File: src/rtl/gate_pulse_scheduler.sv
// Gate pulse scheduler: round-robin arbitration between gate requesters, one
// gate in flight at a time. Each grant fires a one-cycle start strobe to the
// downstream pulse shaper, waits for the returned gate to rise and fall, acks
// the owner and then enforces a programmable idle gap before re-arbitrating.
// A shaper that never raises its gate is detected and flagged as a sticky error.
// All outputs are registered; every state element uses a synchronous reset.

module gate_pulse_scheduler #(
    parameter int unsigned N_REQ     = 4,
    parameter int unsigned HOLDOFF_W = 8,
    parameter int unsigned TIMEOUT   = 4
) (
    input  logic                 sys_clk,
    input  logic                 sys_rst_n,
    input  logic [N_REQ-1:0]     req,
    input  logic [N_REQ-1:0]     cfg_en,
    input  logic [HOLDOFF_W-1:0] cfg_holdoff,
    input  logic                 gate_set_in,
    input  logic                 err_clr,
    output logic                 en_pulse,
    output logic [N_REQ-1:0]     grant,
    output logic [N_REQ-1:0]     ack,
    output logic                 busy,
    output logic                 err_timeout
);

    localparam int unsigned PTR_W = (N_REQ > 1) ? $clog2(N_REQ) : 1;
    localparam int unsigned TO_W  = (TIMEOUT > 1) ? $clog2(TIMEOUT) : 1;

    localparam logic [2:0] StIdle    = 3'd0;
    localparam logic [2:0] StFire    = 3'd1;
    localparam logic [2:0] StWaitHi  = 3'd2;
    localparam logic [2:0] StWaitLo  = 3'd3;
    localparam logic [2:0] StHoldoff = 3'd4;

    logic [2:0]           state_q, state_d;
    logic [PTR_W-1:0]     rr_ptr_q, rr_ptr_d;
    logic [HOLDOFF_W-1:0] hold_cnt_q, hold_cnt_d;
    logic [TO_W-1:0]      wait_cnt_q, wait_cnt_d;
    logic [N_REQ-1:0]     grant_q, grant_d;
    logic [N_REQ-1:0]     ack_q, ack_d;
    logic                 en_pulse_q, en_pulse_d;
    logic                 busy_q, busy_d;
    logic                 err_q, err_d;

    logic [N_REQ-1:0]     eligible;
    logic [PTR_W-1:0]     cand;
    logic [PTR_W-1:0]     sel_idx;
    logic                 sel_found;
    logic [N_REQ-1:0]     sel_oh;
    logic [PTR_W-1:0]     ptr_next;

    // Round-robin pick: first eligible requester at or after rr_ptr, wrapping.
    always_comb begin
        eligible  = req & cfg_en;
        cand      = '0;
        sel_idx   = '0;
        sel_found = 1'b0;
        for (int k = 0; k < int'(N_REQ); k++) begin
            cand = PTR_W'((int'(rr_ptr_q) + k) % int'(N_REQ));
            if (!sel_found && eligible[cand]) begin
                sel_found = 1'b1;
                sel_idx   = cand;
            end
        end
        sel_oh          = '0;
        sel_oh[sel_idx] = 1'b1;
        ptr_next        = PTR_W'((int'(sel_idx) + 1) % int'(N_REQ));
    end

    // Next-state and registered-output logic for the gate sequence.
    always_comb begin
        state_d    = state_q;
        rr_ptr_d   = rr_ptr_q;
        hold_cnt_d = hold_cnt_q;
        wait_cnt_d = wait_cnt_q;
        grant_d    = grant_q;
        ack_d      = '0;
        en_pulse_d = 1'b0;
        // A new timeout below overrides a simultaneous clear.
        err_d      = err_q & ~err_clr;

        unique case (state_q)
            StIdle: begin
                // Requests seen here are level-sampled, so anything raised
                // during a previous gate is served if still held now.
                if (sel_found) begin
                    state_d    = StFire;
                    grant_d    = sel_oh;
                    en_pulse_d = 1'b1;
                    rr_ptr_d   = ptr_next;
                end
            end

            StFire: begin
                state_d    = StWaitHi;
                wait_cnt_d = '0;
            end

            StWaitHi: begin
                if (gate_set_in) begin
                    state_d = StWaitLo;
                end else if (wait_cnt_q == TO_W'(TIMEOUT - 1)) begin
                    // Shaper never answered: drop ownership without an ack.
                    state_d    = StHoldoff;
                    grant_d    = '0;
                    err_d      = 1'b1;
                    hold_cnt_d = cfg_holdoff;
                end else begin
                    wait_cnt_d = wait_cnt_q + TO_W'(1);
                end
            end

            StWaitLo: begin
                // The gate completes even if req/cfg_en dropped meanwhile.
                if (!gate_set_in) begin
                    state_d    = StHoldoff;
                    ack_d      = grant_q;
                    grant_d    = '0;
                    hold_cnt_d = cfg_holdoff;
                end
            end

            StHoldoff: begin
                // A loaded value of 0 or 1 both give a single holdoff cycle;
                // counting down stops at 1 so the counter never wraps.
                if (hold_cnt_q <= HOLDOFF_W'(1)) begin
                    state_d    = StIdle;
                    hold_cnt_d = '0;
                end else begin
                    hold_cnt_d = hold_cnt_q - HOLDOFF_W'(1);
                end
            end

            default: begin
                state_d = StIdle;
                grant_d = '0;
            end
        endcase

        busy_d = (state_d != StIdle);
    end

    // State and output registers with synchronous active-low reset.
    always_ff @(posedge sys_clk) begin
        if (!sys_rst_n) begin
            state_q    <= StIdle;
            rr_ptr_q   <= '0;
            hold_cnt_q <= '0;
            wait_cnt_q <= '0;
            grant_q    <= '0;
            ack_q      <= '0;
            en_pulse_q <= 1'b0;
            busy_q     <= 1'b0;
            err_q      <= 1'b0;
        end else begin
            state_q    <= state_d;
            rr_ptr_q   <= rr_ptr_d;
            hold_cnt_q <= hold_cnt_d;
            wait_cnt_q <= wait_cnt_d;
            grant_q    <= grant_d;
            ack_q      <= ack_d;
            en_pulse_q <= en_pulse_d;
            busy_q     <= busy_d;
            err_q      <= err_d;
        end
    end

    assign en_pulse    = en_pulse_q;
    assign grant       = grant_q;
    assign ack         = ack_q;
    assign busy        = busy_q;
    assign err_timeout = err_q;

endmodule
File: config.mk
export PLATFORM = sky130hd
export DESIGN_NAME = gate_pulse_scheduler
export DESIGN_NICKNAME = d
export VERILOG_FILES = /design/src/rtl/gate_pulse_scheduler.sv
export SDC_FILE = /design/constraint.sdc
export NUM_CORES = 1
export LEC_CHECK = 0
export ABC_AREA = 0
export ABC_CLOCK_PERIOD_IN_PS = 1800
export CAP_MARGIN = 10
export CORE_UTILIZATION = 45
export CTS_CLUSTER_DIAMETER = 50
export DETAILED_ROUTE_END_ITERATION = 7
export GPL_ROUTABILITY_DRIVEN = 1
export PLACE_DENSITY = 0.75
export SYNTH_ARGS = -nofsm -noshare
export SYNTH_HDL_FRONTEND = slang
export SYNTH_SLANG_ARGS = --single-unit
File: constraint.sdc
create_clock -name sys_clk -period 1.8 [get_ports sys_clk]
set_input_delay 0.18 -clock sys_clk [delete_from_list [all_inputs] [get_ports sys_clk]]
set_output_delay 0.18 -clock sys_clk [all_outputs]
set_load 0.02 [all_outputs]
### After elaboration in Yosys (flattened, before gate mapping)

Cells that the tools add are included.

* add/sub/neg operators: 6
* $lt $le $gt $ge: 7
* equal/unequal tests: 10
* muxes and demuxes: 41
* bitwise operators: 6
* reduce and logical (&&, ||, !) cells: 18

Operator list (count)
* 2-to-1 mux 8 bit: 4
* case mux 8 bit (3 select lines): 1
* 2-to-1 mux 4 bit: 4
* case mux 4 bit (4 select lines): 1
* less-than comparator 2 x 3 -> 1 bit (second input constant): 5
* 2-to-1 mux 3 bit: 5
* case mux 3 bit (5 select lines): 1
* 2-to-1 mux 1 bit: 13
* 2-to-1 mux 2 bit: 6
* != test 2 bit (second input constant): 5
* binary-select mux 1 bit (select 2 bit): 4
* less-or-equal comparator 8 x 1 -> 1 bit (second input constant): 1
* subtractor 8 x 1 -> 8 bit (second input constant): 1
* adder 2 x 1 -> 2 bit (second input constant): 3
* equality test 3 x 2 -> 1 bit (second input constant): 2
* nonzero test 3 bit: 2
* AND reduction 5 bit: 1
* adder 2 bit (second input constant): 2
* bitwise AND 4 bit: 1
* logical AND 1 bit: 4
* inverter 1 bit: 4
* case mux 2 bit (2 select lines): 1
* AND reduction 2 bit: 2
* AND reduction 4 bit: 1
* 12 further kinds: 14

* bits in registers: 26
* input port bits: 20
* output and inout bits: 11

### Logic depth before layout (Yosys ltp)

Gate-level depths: netlist of run 1.

* depth in word-level cells: 19
* depth in mapped cells: 7

### Worst setup path after synthesis of run 1

Ideal clock, no wire load.

* path type: flip-flop to flip-flop
* start point: reg hold_cnt_q[0]
* end point: reg hold_cnt_q[6]
* setup time: 123 ps
* data arrival time: 1613 ps
* data required time: 1677 ps
* path slack: 64 ps
* stages on the path, launching flop included: 7
* buffers on the path: 0
* clock period less this slack: 1736 ps
* path through: dfxtp_1 -> inv_1 -> ha_1 -> or3b_2 -> or3_1 -> a21oi_1 -> o22ai_1

* word-level cells in the longest chain between the ends: 3

Ends and longest elaborated chain
* start: declaration: RTL line 38 `logic [HOLDOFF_W-1:0] hold_cnt_q, hold_cnt_d;`
* start signal: assignment: RTL line 159 `hold_cnt_q <= hold_cnt_d;`
* subtractor 8 x 1 -> 8 bit / less-or-equal comparator 8 x 1 -> 1 bit (equally long branches): RTL line 131, 127
* 2-to-1 mux 8 bit *: RTL line 127 `if (hold_cnt_q <= HOLDOFF_W'(1)) begin`
* case mux 8 bit (3 select lines) *: RTL line 83 `unique case (state_q)`

Mark *: on every way between the ends. The rest lies on a longest branch, timed or not.
A chain may end at the register's enable or synchronous reset.

### Worst setup path after layout of run 1

Ends and elaborated chain as after synthesis.

==> summary.txt, run 1 <==
Global route
  • Vias in the first global route: 1,367
  • Total gr overflow: 0
  • Largest net degree at the start of global routing: 16
  • Total track usage: 21.7%
  • First-pass GRT wire length: 5860 um
  • Initial antenna violation count: 0

Timing
  • Peak Freq: 0.572 GHz
  • Final setup violation count: 0
  • Measured slew at the worst slew-check pin: 466 ps
  • Max-slew violations: 0
  • Final clock skew: 3.03 ps
  • Final WS setup: 50.9 ps
  • Slew HR: 68.9%
  • Final Hold Fails: 0
  • Tmin final: 1750 ps
  • Final Cycle Share: 97.2%

Synthesis
  • Area leader, netlist: dfxtp_1
  • Count of cell types in the netlist: 51
  • Ys async rst share: 0%
  • Yosys warns: 0
  • Mapped Cells: 167
  • Post-Syn Area: 0.00147 mm^2
  • Mean Syn Cell Area: 8.82 um^2
  • Yosys top cell area share: 35.3%
  • Syn_nets: 194
  • Post-synth EDFFs: 0
  • Top cells by area, synth: dfxtp_1, ha_1, a21oi_1
  • Sequential fraction of the synthesis area: 35.3%
  • #FFs+latches synth: 26
  • Ys flop type: dfxtp_1

Placed design
  • Placer congestion estimate: 0.864
  • Post-Place Setup Slack: -162 ps
  • Inst Count DP: 255
  • Placed standard-cell area: 0.00194 mm^2
  • IO Port Bufs: 30
  • Final HPWL DP: 2680 um

Route
  • Wirelength per Cell: 13.4 um
  • Initial DRC Count: 71
  • Final wirelength: 3480 um
  • Via Count: 1,444
  • DR vias/cell: 5.55
  • TritonRoute pass-1 iters: 4
  • Final ANT Viol Nets: 0
  • Residual DRC: 0

Worst setup path
  • Crit end category: flop
  • Worst Path Arrival: 1970 ps
  • Worst path slowest cell: or3b_2
  • Worst path cell trace: inv_1 -> ha_4 -> or3b_2 -> or3_1 -> a21oi_1 -> o22ai_1
  • Crit path launch type: flop
  • Slowest stage delay, CP: 460 ps
  • Worst EP required: 2020 ps
  • Setup CP Type: flop to flop
  • Crit path max fanout: 3

Floorplan
  • Die X-Extent: 59.2 um
  • Die ar.: 0.00351 mm^2
  • I/O Pins: 31
  • Die Span Y: 59.2 um
  • # rows: 20
  • Core outline area: 0.00308 mm^2
  • Initial core utilization: 47.8%

Cells and area
  • Synthesis-to-finish area growth: 38.4%
  • Antenna fix cells: 0
  • Most common cell after layout, fill and taps aside: clkdlybuf4s50_1
  • Most frequent cells in the layout: clkdlybuf4s50_1, dfxtp_1, buf_4, nand2_1, a21oi_1
  • Nets@finish: 244
  • Layout cells sized above 1: 21.3%
  • Post-Layout Cell Count: 260
  • Fin area: 0.00204 mm^2

Min path
  • Hold Crit Class: input pin to flop

Pwr
  • Peak VDD IR: 0.358 mV
  • Leak Pwr: 0.000818 uW
  • Pwr dens: 720 mW/mm^2
  • Total Power: 1470 uW

Clocking
  • Clk Latency, worst-skew pair: 320 ps
  • Clock root buffer: clkbuf_4
  • Clk slew on worst S/H paths: 140 ps
  • Num CTS Buffers: 3
  • TritonCTS Sinks: 26
  • Hold buffers post-CTS: 0
  • CTS max path bufs: 2
  • TritonCTS clock tree: yes
  • H-Tree Depth: 1

Job
  • Max_cap viols: 0

Outcome
  • Status: completed
-- cell type report --
class,instances,area (um^2)
fill,269,1040
multi-input combinational,128,913
sequential,26,526
timing repair buffer,53,473
tap,44,55.1
clock inverter,1,30.0
clock buffer,3,22.5
inverter,5,18.8
-- sequential cells by signal, summed over array words and instances (netlist names) --
| name | cells |
|---|---|
| busy | 1 |
| grant | 4 |
| err_timeout | 1 |
| wait_cnt_q | 2 |
| hold_cnt_q | 8 |
| en_pulse | 1 |
| ack | 4 |
| rr_ptr_q | 2 |
| state_q | 3 |
-- cells in the mapped netlist, drive strengths merged, types with 4 or more instances --
library cell  instances
a21oi                15
nand3b                5
ha                    7
and2                  8
nand2                18
inv                   5
nand3                 5
a31oi                 4
dfxtp                26
a22oi                 5
o22ai                 6
buf                   7
nor2                  8
o21ai                 4
-- through the flow --
| stage | hold WS [ps] | setup TNS (ps) | util, % |
|---|---|---|---|
| 2_1_floorplan | 344 | 0 | - |
| 3_5_place_dp | 477 | -507 | 63.0 |
| 5_1_grt | 509 | -5.77 | 66.2 |
| 3_3_place_gp | 459 | -124 | 63.0 |
| 4_1_cts | 490 | 0 | 64.8 |
| 6_report | 488 | 0 | 66.2 |
-- power by group --
group / internal [uW] / leakage [uW] / switching [uW]
Clock: 225 / 0.0000279 / 174
Combinational: 226 / 0.000578 / 198
Sequential: 613 / 0.000213 / 30.6
Total: 1060 / 0.000818 / 403
-- routing by layer --
metal	vias up	GRT usage, %	wire, um
met5	-	0	0
li1	719	-	-
met2	25	39.0	1820
met4	0	8.16	18
met3	2	2.62	109
met1	698	26.1	1530
-- logic make-up (layout without fill, tap and decap cells) --
family,after synthesis,in the layout,synth area share [%]
AOI/OAI and AO/OA,53,53,27.3
adders and majority gates,7,7,5.95
buffers and inverters,13,62,4.84
DFF,26,26,35.3
muxes,3,3,2.04
and+or+nand+nor,65,65,24.6
-- what timing repair did --
action | CTS | global route
setup buffers | 0 | 1
pin swaps | 0 | 1
setup endpoints to repair | 1 | 12
gates resized for setup | 2 | 8
-- worst max-delay path: cells and delay by family (launching register included) --
kind | cells | cell delay [ps]
compound gates | 2 | 240
fa+ha+maj | 1 | 150
buf+inv | 1 | 110
flops | 1 | 360
simple gates | 2 | 790
-- worst paths after layout --
| path | start | end | slack (ps) | cells past startpoint |
|---|---|---|---|---|
| worst max-delay path | hold_cnt_q[0] | hold_cnt_q[6] | 50 | 6 |
| worst min-delay path | err_clr | err_timeout | 490 | 3 |
| worst max register to register | hold_cnt_q[0] | hold_cnt_q[6] | 50 | 6 |
| worst min register to register | grant[2] | ack[2] | 500 | 1 |
Note: power is estimated with default switching activity, not from simulation.
==> inputs of run 2 (changes only) <==
--- a/config.mk
+++ b/config.mk
@@ -6,12 +6,13 @@
 export NUM_CORES = 1
 export LEC_CHECK = 0
-export ABC_AREA = 0
+export ABC_AREA = 1
 export ABC_CLOCK_PERIOD_IN_PS = 1800
 export CAP_MARGIN = 10
-export CORE_UTILIZATION = 45
+export CORE_UTILIZATION = 48
 export CTS_CLUSTER_DIAMETER = 50
 export DETAILED_ROUTE_END_ITERATION = 7
 export GPL_ROUTABILITY_DRIVEN = 1
-export PLACE_DENSITY = 0.75
+export PLACE_DENSITY = 0.77
+export SETUP_SLACK_MARGIN = 0.1
 export SYNTH_ARGS = -nofsm -noshare
 export SYNTH_HDL_FRONTEND = slang
==> constraint.sdc (replaced) <==
create_clock -name sys_clk -period 1.8 [get_ports sys_clk]
set_input_delay 0.27 -clock sys_clk [delete_from_list [all_inputs] [get_ports sys_clk]]
set_output_delay 0.27 -clock sys_clk [all_outputs]
set_load 0.02 [all_outputs]
==> summary.txt, run 2 <==
Global route
  • Vias in the first global route: 1,608
  • Total gr overflow: 0
  • Total track usage: 20.4%
  • First-pass GRT wire length: 6460 um
  • Largest net degree at the start of global routing: 16
  • Initial antenna violation count: 0

Worst setup path
  • Top delay family on crit path: simple AND/OR/NAND/NOR gates
  • Worst EP required: 1970 ps
  • Slowest stage delay, CP: 330 ps
  • Setup CP Type: flop to flop
  • WP buf/inv: 3
  • Crit path max fanout: 8
  • Most used cell along the critical path: nand2_1
  • Crit path launch type: flop
  • Crit end category: flop
  • Worst Path Arrival: 2000 ps
  • Worst path cell trace: buf_12 -> inv_12 -> nand3_4 -> nand3_2 -> nand2_2 -> a22oi_2 -> nand3b_4 -> nand2_4 -> inv_4 -> ha_1 -> nand2_1 -> nand3_1 -> nand2_1 -> nor2_1
  • Worst path slowest cell: dfxtp_2

Clocking
  • Clk Latency, worst-skew pair: 280 ps
  • TritonCTS clock tree: yes
  • CTS max path bufs: 2
  • H-Tree Depth: 1
  • Clock root buffer: clkbuf_8
  • Num CTS Buffers: 3
  • Clk slew on worst S/H paths: 90 ps
  • TritonCTS Sinks: 26
  • Hold buffers post-CTS: 0

Placed design
  • Final HPWL DP: 2750 um
  • Placer congestion estimate: 0.815
  • Post-Place Setup Slack: -303 ps
  • IO Port Bufs: 30

Route
  • Via Count: 1,683
  • Final wirelength: 4130 um
  • Wirelength per Cell: 12.6 um
  • Final ANT Viol Nets: 0
  • Residual DRC: 0
  • Initial DRC Count: 82
  • DR vias/cell: 5.13
  • TritonRoute pass-1 iters: 4

Cells and area
  • Synthesis-to-finish area growth: 39.7%
  • Most frequent cells in the layout: nand2_1, nor2_1, dfxtp_1, clkdlybuf4s50_1
  • Final core occ: 72.2%
  • Largest register by flop count: hold_cnt_q
  • Antenna fix cells: 0
  • Max reg flops: 8
  • Nets@finish: 310
  • Most common cell after layout, fill and taps aside: nand2_1
  • Fillcell total: 270
  • Layout cells sized above 1: 32.3%

Min path
  • Hold Crit Class: flop to flop

Synthesis
  • Top post-synthesis cells by count: nand2_1, nor2_1, dfxtp_1
  • Post-Syn Area: 0.00178 mm^2
  • Yosys warns: 0
  • Count of cell types in the netlist: 36
  • Syn_nets: 264
  • Ys flop type: dfxtp_1
  • Mapped Cells: 237
  • Sequential fraction of the synthesis area: 29.3%
  • Area leader, netlist: dfxtp_1
  • Cell with the most instances after synthesis: nand2_1
  • #FFs+latches synth: 26
  • Post-synth EDFFs: 0
  • Yosys top cell area share: 29.3%
  • Ys async rst share: 0%
  • Mean Syn Cell Area: 7.51 um^2
  • Top cells by area, synth: dfxtp_1, nand2_1, nor2_1

Timing
  • RSZ-0062 raised after global routing: yes
  • Max-slew violations: 0
  • Final clock skew: 6.37 ps
  • Tmin final: 1830 ps
  • Final WS setup: -31.0 ps
  • Final Cycle Share: 102%
  • Final Hold Fails: 0
  • Peak Freq: 0.546 GHz
  • Slew HR: 75.4%
  • Measured slew at the worst slew-check pin: 368 ps
  • Final setup violation count: 1
  • Final hold slack: 437 ps

Floorplan
  • Die X-Extent: 62.9 um
  • I/O Pins: 31
  • Die ar.: 0.00395 mm^2
  • # rows: 21
  • Initial core utilization: 51.7%
  • Core outline area: 0.00344 mm^2
  • Die Span Y: 62.9 um

Outcome
  • Status: finished with violations
  • Failing checks: setup timing

Pwr
  • Peak VDD IR: 0.889 mV
  • Pwr dens: 1880 mW/mm^2
  • Total Power: 4670 uW
  • Leak Pwr: 0.00113 uW

Job
  • Max_cap viols: 0
## run 2: changes by cell type in the layout (fill, tap and decap cells not counted), moves of 10 or more
cell / before / now
buf_4: 23 / 13
inv_1: 4 / 21
nand2_1: 18 / 37
nand2_4: 0 / 21
nor2_1: 8 / 29
## run 2: per-stage QoR
step / cell area, um^2 / setup TNS (ps) / instances
2_1_floorplan: 1780 / 0 / 237
3_3_place_gp: 2230 / -1040 / 321
3_5_place_dp: 2230 / -1240 / 321
4_1_cts: 2350 / 0 / 328
5_1_grt: 2480 / -338 / 328
6_report: 2480 / -31.0 / 328
## run 2: path summary, 6_finish.rpt
path                                  start        to  depth (start not counted)  slack [ps]
worst max-delay path            rr_ptr_q[0]  grant[2]                         14         -30
worst min-delay path               grant[2]    ack[2]                          2         440
worst max register to register  rr_ptr_q[0]  grant[2]                         14         -30
worst min register to register     grant[2]    ack[2]                          2         440
## run 2: cells by family (layout without fill, tap and decap cells)
| family | count (synthesis) | count (layout) | synth area share, % |
|---|---|---|---|
| compound gates | 38 | 38 | 14.0 |
| fa+ha+maj | 7 | 7 | 4.92 |
| buf+inv | 34 | 79 | 8.44 |
| flops | 26 | 26 | 29.3 |
| simple gates | 128 | 128 | 41.4 |
| xor+xnor | 4 | 4 | 1.97 |
## run 2: worst min-delay path, cell delays in order, from the launching register on
cell and delay (ps):
dfxtp_1 330, inv_1 50, nor2_1 30
## run 2: metal layers
layer | global-route usage [%] | up-vias | part of all wire (%)
li1 | - | 851 | -
met3 | 3.10 | 11 | 3.3
met5 | 0 | - | 0
met1 | 23.4 | 776 | 42
met4 | 12.2 | 0 | 2.7
met2 | 35.1 | 45 | 52
## run 2: repair_timing
item	in CTS	in global routing
setup endpoints to repair	5	9
resized for setup	21	29
setup buffers	3	0
pin swaps	13	8
## run 2: area by class of cell
| class | instances | area [um^2] | share of cell area (%) |
|---|---|---|---|
| clock buffer | 3 | 41.3 | 1.66 |
| inverter | 30 | 130 | 5.24 |
| tap | 46 | 57.6 | 2.32 |
| clock inverter | 1 | 30.0 | 1.21 |
| timing repair buffer | 45 | 428 | 17.2 |
| multi-input combinational | 177 | 1270 | 51.2 |
| sequential | 26 | 526 | 21.1 |
## run 2: power by group
part           internal (uW)  total, uW  switching [uW]
Combinational           1330       3240            1920
Sequential               776        939             163
Clock                    298        487             189
Total                   2400       4670            2270
